--- src/rtl/keypad_scanner_pkg.sv ---
// Shared constants, types and small helpers for the 3x3 WAM keypad scanner.
// Key code layout is {col[1:0], row[1:0]}; KEY_NONE doubles as "no key" for key_decoder.
package keypad_scanner_pkg;

  localparam logic [3:0] KEY_NONE    = 4'hF;
  localparam int         KEY_ROW_LSB = 0;
  localparam int         KEY_COL_LSB = 2;
  localparam int         NUM_ROWS    = 3;
  localparam int         NUM_COLS    = 3;

  typedef enum logic {
    ST_SCAN = 1'b0,
    ST_EVAL = 1'b1
  } scan_state_t;

  function automatic logic [3:0] make_key(input logic [1:0] row, input logic [1:0] col);
    logic [3:0] k;
    k = '0;
    k[KEY_ROW_LSB +: 2] = row;
    k[KEY_COL_LSB +: 2] = col;
    return k;
  endfunction

  // One-hot-low row drive; row 0 is 3'b110.
  function automatic logic [2:0] row_drive(input logic [1:0] row);
    return ~(3'b001 << row);
  endfunction

endpackage

--- src/rtl/keypad_scanner_if.sv ---
// Keypad matrix lines plus the debounced key result seen by the game FSM.
// key_press/key_release are single-cycle strobes; key/key_valid are levels that change together.
interface keypad_scanner_if;
  logic [2:0] row_n;
  logic [2:0] col_n;
  logic [3:0] key;
  logic       key_valid;
  logic       key_press;
  logic       key_release;

  modport master (
    input  col_n,
    output row_n, key, key_valid, key_press, key_release
  );

  modport slave (
    output col_n,
    input  row_n, key, key_valid, key_press, key_release
  );
endinterface

--- src/rtl/keypad_scanner_sync_2ff.sv ---
// Two-flop synchroniser for asynchronous inputs; resets to all-ones (idle for pulled-up lines).
module keypad_scanner_sync_2ff #(
  parameter int WIDTH = 3
) (
  input  logic             clk,
  input  logic             resetn,
  input  logic [WIDTH-1:0] d,
  output logic [WIDTH-1:0] q
);

  logic [WIDTH-1:0] meta;

  always_ff @(posedge clk or negedge resetn) begin
    if (!resetn) begin
      meta <= '1;
      q    <= '1;
    end else begin
      meta <= d;
      q    <= meta;
    end
  end

endmodule

--- src/rtl/keypad_scanner.sv ---
// 3x3 active-low keypad scanner: drives rows in turn, latches the priority hit per frame,
// debounces whole frames and emits a stable key code with press/release strobes.
module keypad_scanner
  import keypad_scanner_pkg::*;
#(
  parameter int SCAN_DIV       = 50000,
  parameter int DEBOUNCE_SCANS = 4
) (
  input  logic              clk,
  input  logic              resetn,
  keypad_scanner_if.master  kp,
  output scan_state_t       dbg_state
);

  localparam int         DW       = (SCAN_DIV > 2) ? $clog2(SCAN_DIV) : 1;
  localparam int         CW       = (DEBOUNCE_SCANS > 1) ? $clog2(DEBOUNCE_SCANS) : 1;
  localparam logic [DW-1:0] DIV_LAST = DW'(SCAN_DIV - 1);
  localparam logic [CW-1:0] CNT_MAX  = CW'(DEBOUNCE_SCANS - 1);
  localparam logic [1:0]    ROW_LAST = 2'(NUM_ROWS - 1);

  scan_state_t   state;
  logic [DW-1:0] div;
  logic [1:0]    row_idx;
  logic [2:0]    row_n_q;
  logic [2:0]    col_s;
  logic [3:0]    frame_raw;
  logic [3:0]    prev_raw;
  logic [CW-1:0] stable_cnt;
  logic [CW-1:0] cnt_next;
  logic          accept;
  logic [3:0]    key_q;
  logic          key_valid_q;
  logic          key_press_q;
  logic          key_release_q;
  logic          row_hit;
  logic [1:0]    hit_col;
  logic [3:0]    latched_next;

  keypad_scanner_sync_2ff #(.WIDTH(NUM_COLS)) u_sync (
    .clk    (clk),
    .resetn (resetn),
    .d      (kp.col_n),
    .q      (col_s)
  );

  // Lowest pressed column in the currently driven row wins.
  always_comb begin
    row_hit = 1'b0;
    hit_col = 2'd0;
    for (int c = NUM_COLS - 1; c >= 0; c--) begin
      if (!col_s[c]) begin
        row_hit = 1'b1;
        hit_col = 2'(c);
      end
    end
  end

  // Rows are sampled in ascending order, so keeping the first hit keeps the lowest row.
  always_comb begin
    latched_next = frame_raw;
    if (frame_raw == KEY_NONE && row_hit) latched_next = make_key(row_idx, hit_col);
  end

  always_comb begin
    cnt_next = '0;
    if (frame_raw == prev_raw) cnt_next = (stable_cnt == CNT_MAX) ? CNT_MAX : stable_cnt + 1'b1;
  end

  // With a single required frame CNT_MAX is 0, so every frame is accepted.
  assign accept = (cnt_next == CNT_MAX);

  always_ff @(posedge clk or negedge resetn) begin
    if (!resetn) begin
      state         <= ST_SCAN;
      div           <= '0;
      row_idx       <= 2'd0;
      row_n_q       <= 3'b110;
      frame_raw     <= KEY_NONE;
      prev_raw      <= KEY_NONE;
      stable_cnt    <= '0;
      key_q         <= KEY_NONE;
      key_valid_q   <= 1'b0;
      key_press_q   <= 1'b0;
      key_release_q <= 1'b0;
    end else begin
      key_press_q   <= 1'b0;
      key_release_q <= 1'b0;

      if (div == DIV_LAST) begin
        div       <= '0;
        frame_raw <= latched_next;
        if (row_idx == ROW_LAST) begin
          row_idx <= 2'd0;
          row_n_q <= row_drive(2'd0);
          state   <= ST_EVAL;
        end else begin
          row_idx <= row_idx + 2'd1;
          row_n_q <= row_drive(row_idx + 2'd1);
        end
      end else begin
        div <= div + 1'b1;
      end

      // EVAL overlaps the first cycle of the next frame's row 0, long before its SAMPLE.
      if (state == ST_EVAL) begin
        state      <= ST_SCAN;
        frame_raw  <= KEY_NONE;
        prev_raw   <= frame_raw;
        stable_cnt <= cnt_next;
        if (accept && frame_raw != key_q) begin
          key_q         <= frame_raw;
          key_valid_q   <= (frame_raw != KEY_NONE);
          key_release_q <= (key_q != KEY_NONE);
          key_press_q   <= (frame_raw != KEY_NONE);
        end
      end
    end
  end

  assign kp.row_n       = row_n_q;
  assign kp.key         = key_q;
  assign kp.key_valid   = key_valid_q;
  assign kp.key_press   = key_press_q;
  assign kp.key_release = key_release_q;
  assign dbg_state      = state;

endmodule

--- src/flat_wrapper.sv ---
// flat-port wrapper written by rule: the top's interface ports become plain ports
module keypad_scanner_flat import keypad_scanner_pkg::*;
#(
  parameter int SCAN_DIV       = 50000,
  parameter int DEBOUNCE_SCANS = 4
)
  (clk, resetn, dbg_state, kp_col_n, kp_row_n, kp_key, kp_key_valid, kp_key_press, kp_key_release);
  keypad_scanner_if kp_i ();
  input  logic clk;
  input  logic resetn;
  output scan_state_t dbg_state;
  input wire logic [$bits(kp_i.col_n)-1:0] kp_col_n;
  output wire logic [$bits(kp_i.row_n)-1:0] kp_row_n;
  output wire logic [$bits(kp_i.key)-1:0] kp_key;
  output wire logic [$bits(kp_i.key_valid)-1:0] kp_key_valid;
  output wire logic [$bits(kp_i.key_press)-1:0] kp_key_press;
  output wire logic [$bits(kp_i.key_release)-1:0] kp_key_release;
  assign kp_i.col_n = kp_col_n;
  assign kp_row_n = kp_i.row_n;
  assign kp_key = kp_i.key;
  assign kp_key_valid = kp_i.key_valid;
  assign kp_key_press = kp_i.key_press;
  assign kp_key_release = kp_i.key_release;
  keypad_scanner #(.SCAN_DIV(SCAN_DIV), .DEBOUNCE_SCANS(DEBOUNCE_SCANS)) u_core (.clk(clk), .resetn(resetn), .kp(kp_i), .dbg_state(dbg_state));
endmodule
--- config.mk ---
export PLATFORM = sky130hd
export DESIGN_NAME = keypad_scanner_flat
export DESIGN_NICKNAME = d
export VERILOG_FILES = /design/src/rtl/keypad_scanner_pkg.sv /design/src/rtl/keypad_scanner_if.sv /design/src/rtl/keypad_scanner_sync_2ff.sv /design/src/rtl/keypad_scanner.sv /design/src/flat_wrapper.sv
export SDC_FILE = /design/constraint.sdc
export NUM_CORES = 1
export LEC_CHECK = 0
export CAP_MARGIN = 20
export CORE_MARGIN = 10
export CORE_UTILIZATION = 56
export DETAILED_ROUTE_END_ITERATION = 7
export DONT_BUFFER_PORTS = 1
export PLACE_DENSITY = 0.75
export SYNTH_ARGS = -nofsm -noshare
export SYNTH_HDL_FRONTEND = slang
export SYNTH_SLANG_ARGS = --single-unit
--- constraint.sdc ---
create_clock -name clk -period 3.5 [get_ports clk]
set_clock_uncertainty 0.2 [all_clocks]
set_input_delay 0.525 -clock clk [delete_from_list [all_inputs] [get_ports clk]]
set_output_delay 0.525 -clock clk [all_outputs]
set_load 0.05 [all_outputs]
==> out/qor.yml <==
outcome: "complete, no violations"
place_worst_setup_slack_ns: 1.15
numCtsBuffers: 5
synthMuxAreaShare: 0.0578
nFillCells: 266
antenna_cells: 0
power.total_mw: 0.843
hold_buffers: 5
drv_slew: 0
routedWlPerCell_um: 16.1
track_usage: 0.124
detail-route-antenna-nets: 0
final_util: 0.642
holdCritPathClass: "register to register"
path_buf_inv: 1
seq_area_um2: 1150
powerDensity_nw_per_um2: 394
critPathLaunchType: "register"
synth.distinct_cells: 34
cp.required_ns: 3.56
h-tree-depth: 2
hold_viol: 0
synth_edf_count: 0
antenna_found_initial: 0
peakVddDrop_v: 0.000210
crit_family: "simple AND/OR/NAND/NOR gates"
start_util: 0.584
cts_resized: 0
cp-end-kind: "register"
port_buffers: 0
post_cts_buffers: 0
fin_setup_tns_ns: 0
core-area_um2: 3340
syn_area_per_cell_um2: 12.3
dpl.hpwl_um: 2400
clk_pin_slew_ns: 0.14
power_leakage_nw: 0.983
tightest_slew_ns: 0.604
final_nets: 175
ys.flop_type: "dfrtp_1"
cp.arrival_ns: 2.42
met3_length_um: 185
fin_crit_sh: 0.675
grt_pass1_wl_um: 6180
io_pins: 16
drive_above_1_share: 0.276
rsz0062_at_grt: "false"
top_layer: "met4"
drt_wl_total_um: 3480
synth_top_cell_area_share: 0.321
area_growth_syn_to_layout_pct: 9.95
grt_max_degree: 46
die_area_um2: 6240
first_iter_violations: 84
max_slew_margin: 0.594
routed_via_density: 5.69
yosys-top-cells-area: "dfrtp_1 32%, dfstp_2 27%, mux2_2 5.8%"
fmax_mhz: 423
yosys.area_share.adder: 0.00642
fin_crit_ns: 2.36
synth-simple-area-share: 0.175
path_cells: "ha_1, nand4_1, nor4_4, buf_4, mux2_2"
yosysTopAreaCell: "dfrtp_1"
drt-met1-wl_um: 1540
reg2reg_depth: 5
drc: 0
cp.depth: 5
vias: 1229
die_x_um: 79.0
worstHoldPathCells: 0
layout_setup_ws_ns: 1.14
cts_tree: "yes"
syn_area_um2: 1950
place_congestion: 0.867
setup_viol: 0
async_reset_ff_frac: 1.00
cts_sinks: 45
cp_max_fo: 12
ys_ff_latch: 45
cp_slowest_cell: "nor4_4"
grt_pass1_vias: 1294
clk_latency_ns: 0.36
dr.pass1.iters: 5
clockBufferDepth: 2
wl_met2_um: 1710
synth_cells: 158
synth_nets: 164
placementRows: 21
dieHeight_um: 79.0
grt_overflow: 0
synth_top_family_by_area: "simple AND/OR/NAND/NOR gates"
clockRootBuffer: "clkbuf_4"
yosysSeqAreaShare: 0.591
cpPeakStageDelay_ns: 0.50
synthXorXnorAreaFrac: 0.0899
multi_input_area_um2: 754
yosysWarnings: 0
crit_type: "register to register"
cap_violations: 0
synth_compound_area_frac: 0.0578
## worst paths after layout
check,endpoint,slack [ns],startpoint
max,u_core.row_idx[1]$_DFFE_PN0N_,1.14,u_core.div[0]$_DFF_PN0_
min,u_core.u_sync.q[1]$_DFF_PN1_,0.17,u_core.u_sync.meta[1]$_DFF_PN1_
max reg2reg,u_core.row_idx[1]$_DFFE_PN0N_,1.14,u_core.div[0]$_DFF_PN0_
min reg2reg,u_core.u_sync.q[1]$_DFF_PN1_,0.17,u_core.u_sync.meta[1]$_DFF_PN1_
max in group asynchronous,u_core.kp.key[0]$_DFFE_PN1P_,2.38,resetn
min in group asynchronous,u_core.kp.key_valid$_DFFE_PN0P_,0.46,resetn
## cell usage in the layout (no fill, tap or decap), drive strengths merged
master       count
xnor2           12
a21o             5
a41oi            1
xor2             8
nor4b            1
o21ai            4
ha               1
nor4             3
nand3            8
inv              8
or4              1
nor2            14
dfstp           20
and3             1
dfrtp           25
nor3             3
dlygate4sd3      4
nand4            8
and4             2
or3              1
buf              3
clkbuf           6
o211ai           1
nand4b           2
a21oi            6
or4b             2
a31o             1
nand3b           1
nor2b            2
nand2            5
mux2            10
clkinv           1
## power breakdown
| part | internal, mW | switching, mW | leakage [nW] |
|---|---|---|---|
| clock network | 0.124 | 0.174 | 0.0439 |
| registers | 0.527 | 0.00147 | 0.542 |
| logic | 0.00578 | 0.0111 | 0.397 |
## cell families after synthesis
kind of cell / count (synthesis)
compound gates: 18
xor+xnor: 20
fa+ha+maj: 1
buf+inv: 10
flops: 45
mux: 10
simple gates: 54
## flip-flops by register name, indices dropped and copies added, names as in the netlist
| name | flops |
|---|---|
| u_core.dbg_state | 1 |
| u_core.div | 16 |
| u_core.frame_raw | 4 |
| u_core.kp.key | 4 |
| u_core.kp.key_press | 1 |
| u_core.kp.key_release | 1 |
| u_core.kp.key_valid | 1 |
| u_core.kp.row_n | 3 |
| u_core.prev_raw | 4 |
| u_core.row_idx | 2 |
| u_core.stable_cnt | 2 |
| u_core.u_sync.meta | 3 |
| u_core.u_sync.q | 3 |
## cells in the mapped netlist, types with 2 or more instances
library cell / n
nor2b_1: 2
nor2_1: 14
xor2_1: 8
nand4_1: 8
and4_1: 2
a21oi_1: 6
nor3_1: 2
inv_1: 7
o21ai_0: 4
dfstp_2: 20
mux2_2: 10
nand2_1: 5
a21o_1: 5
nand4b_1: 2
nor4_1: 2
xnor2_1: 12
nand3_1: 8
dfrtp_1: 25
## layout make-up
type	instances	share of cell area
tap	46	0.0269
clock buffer	6	0.0292
timing repair buffer	7	0.0350
sequential	45	0.537
inverter	7	0.0123
clock inverter	2	0.00701
multi-input combinational	103	0.352
## per-stage QoR
step,hold WS [ns],cell area [um2],instances
after detailed placement,0.0311,2000,203
final,0.167,2140,216
after CTS,0.169,2140,216
after global routing,0.177,2140,216
after floorplan,0.0294,1950,158
after global placement,0.0308,2000,203
## layer usage
metal | vias to the layer above | track usage
li1 | 576 | -
met1 | 617 | 0.145
met2 | 31 | 0.199
met3 | 5 | 0.0507
met4 | 0 | 0.0502
met5 | - | 0
No activity file was read; power rests on OpenSTA's default activity.
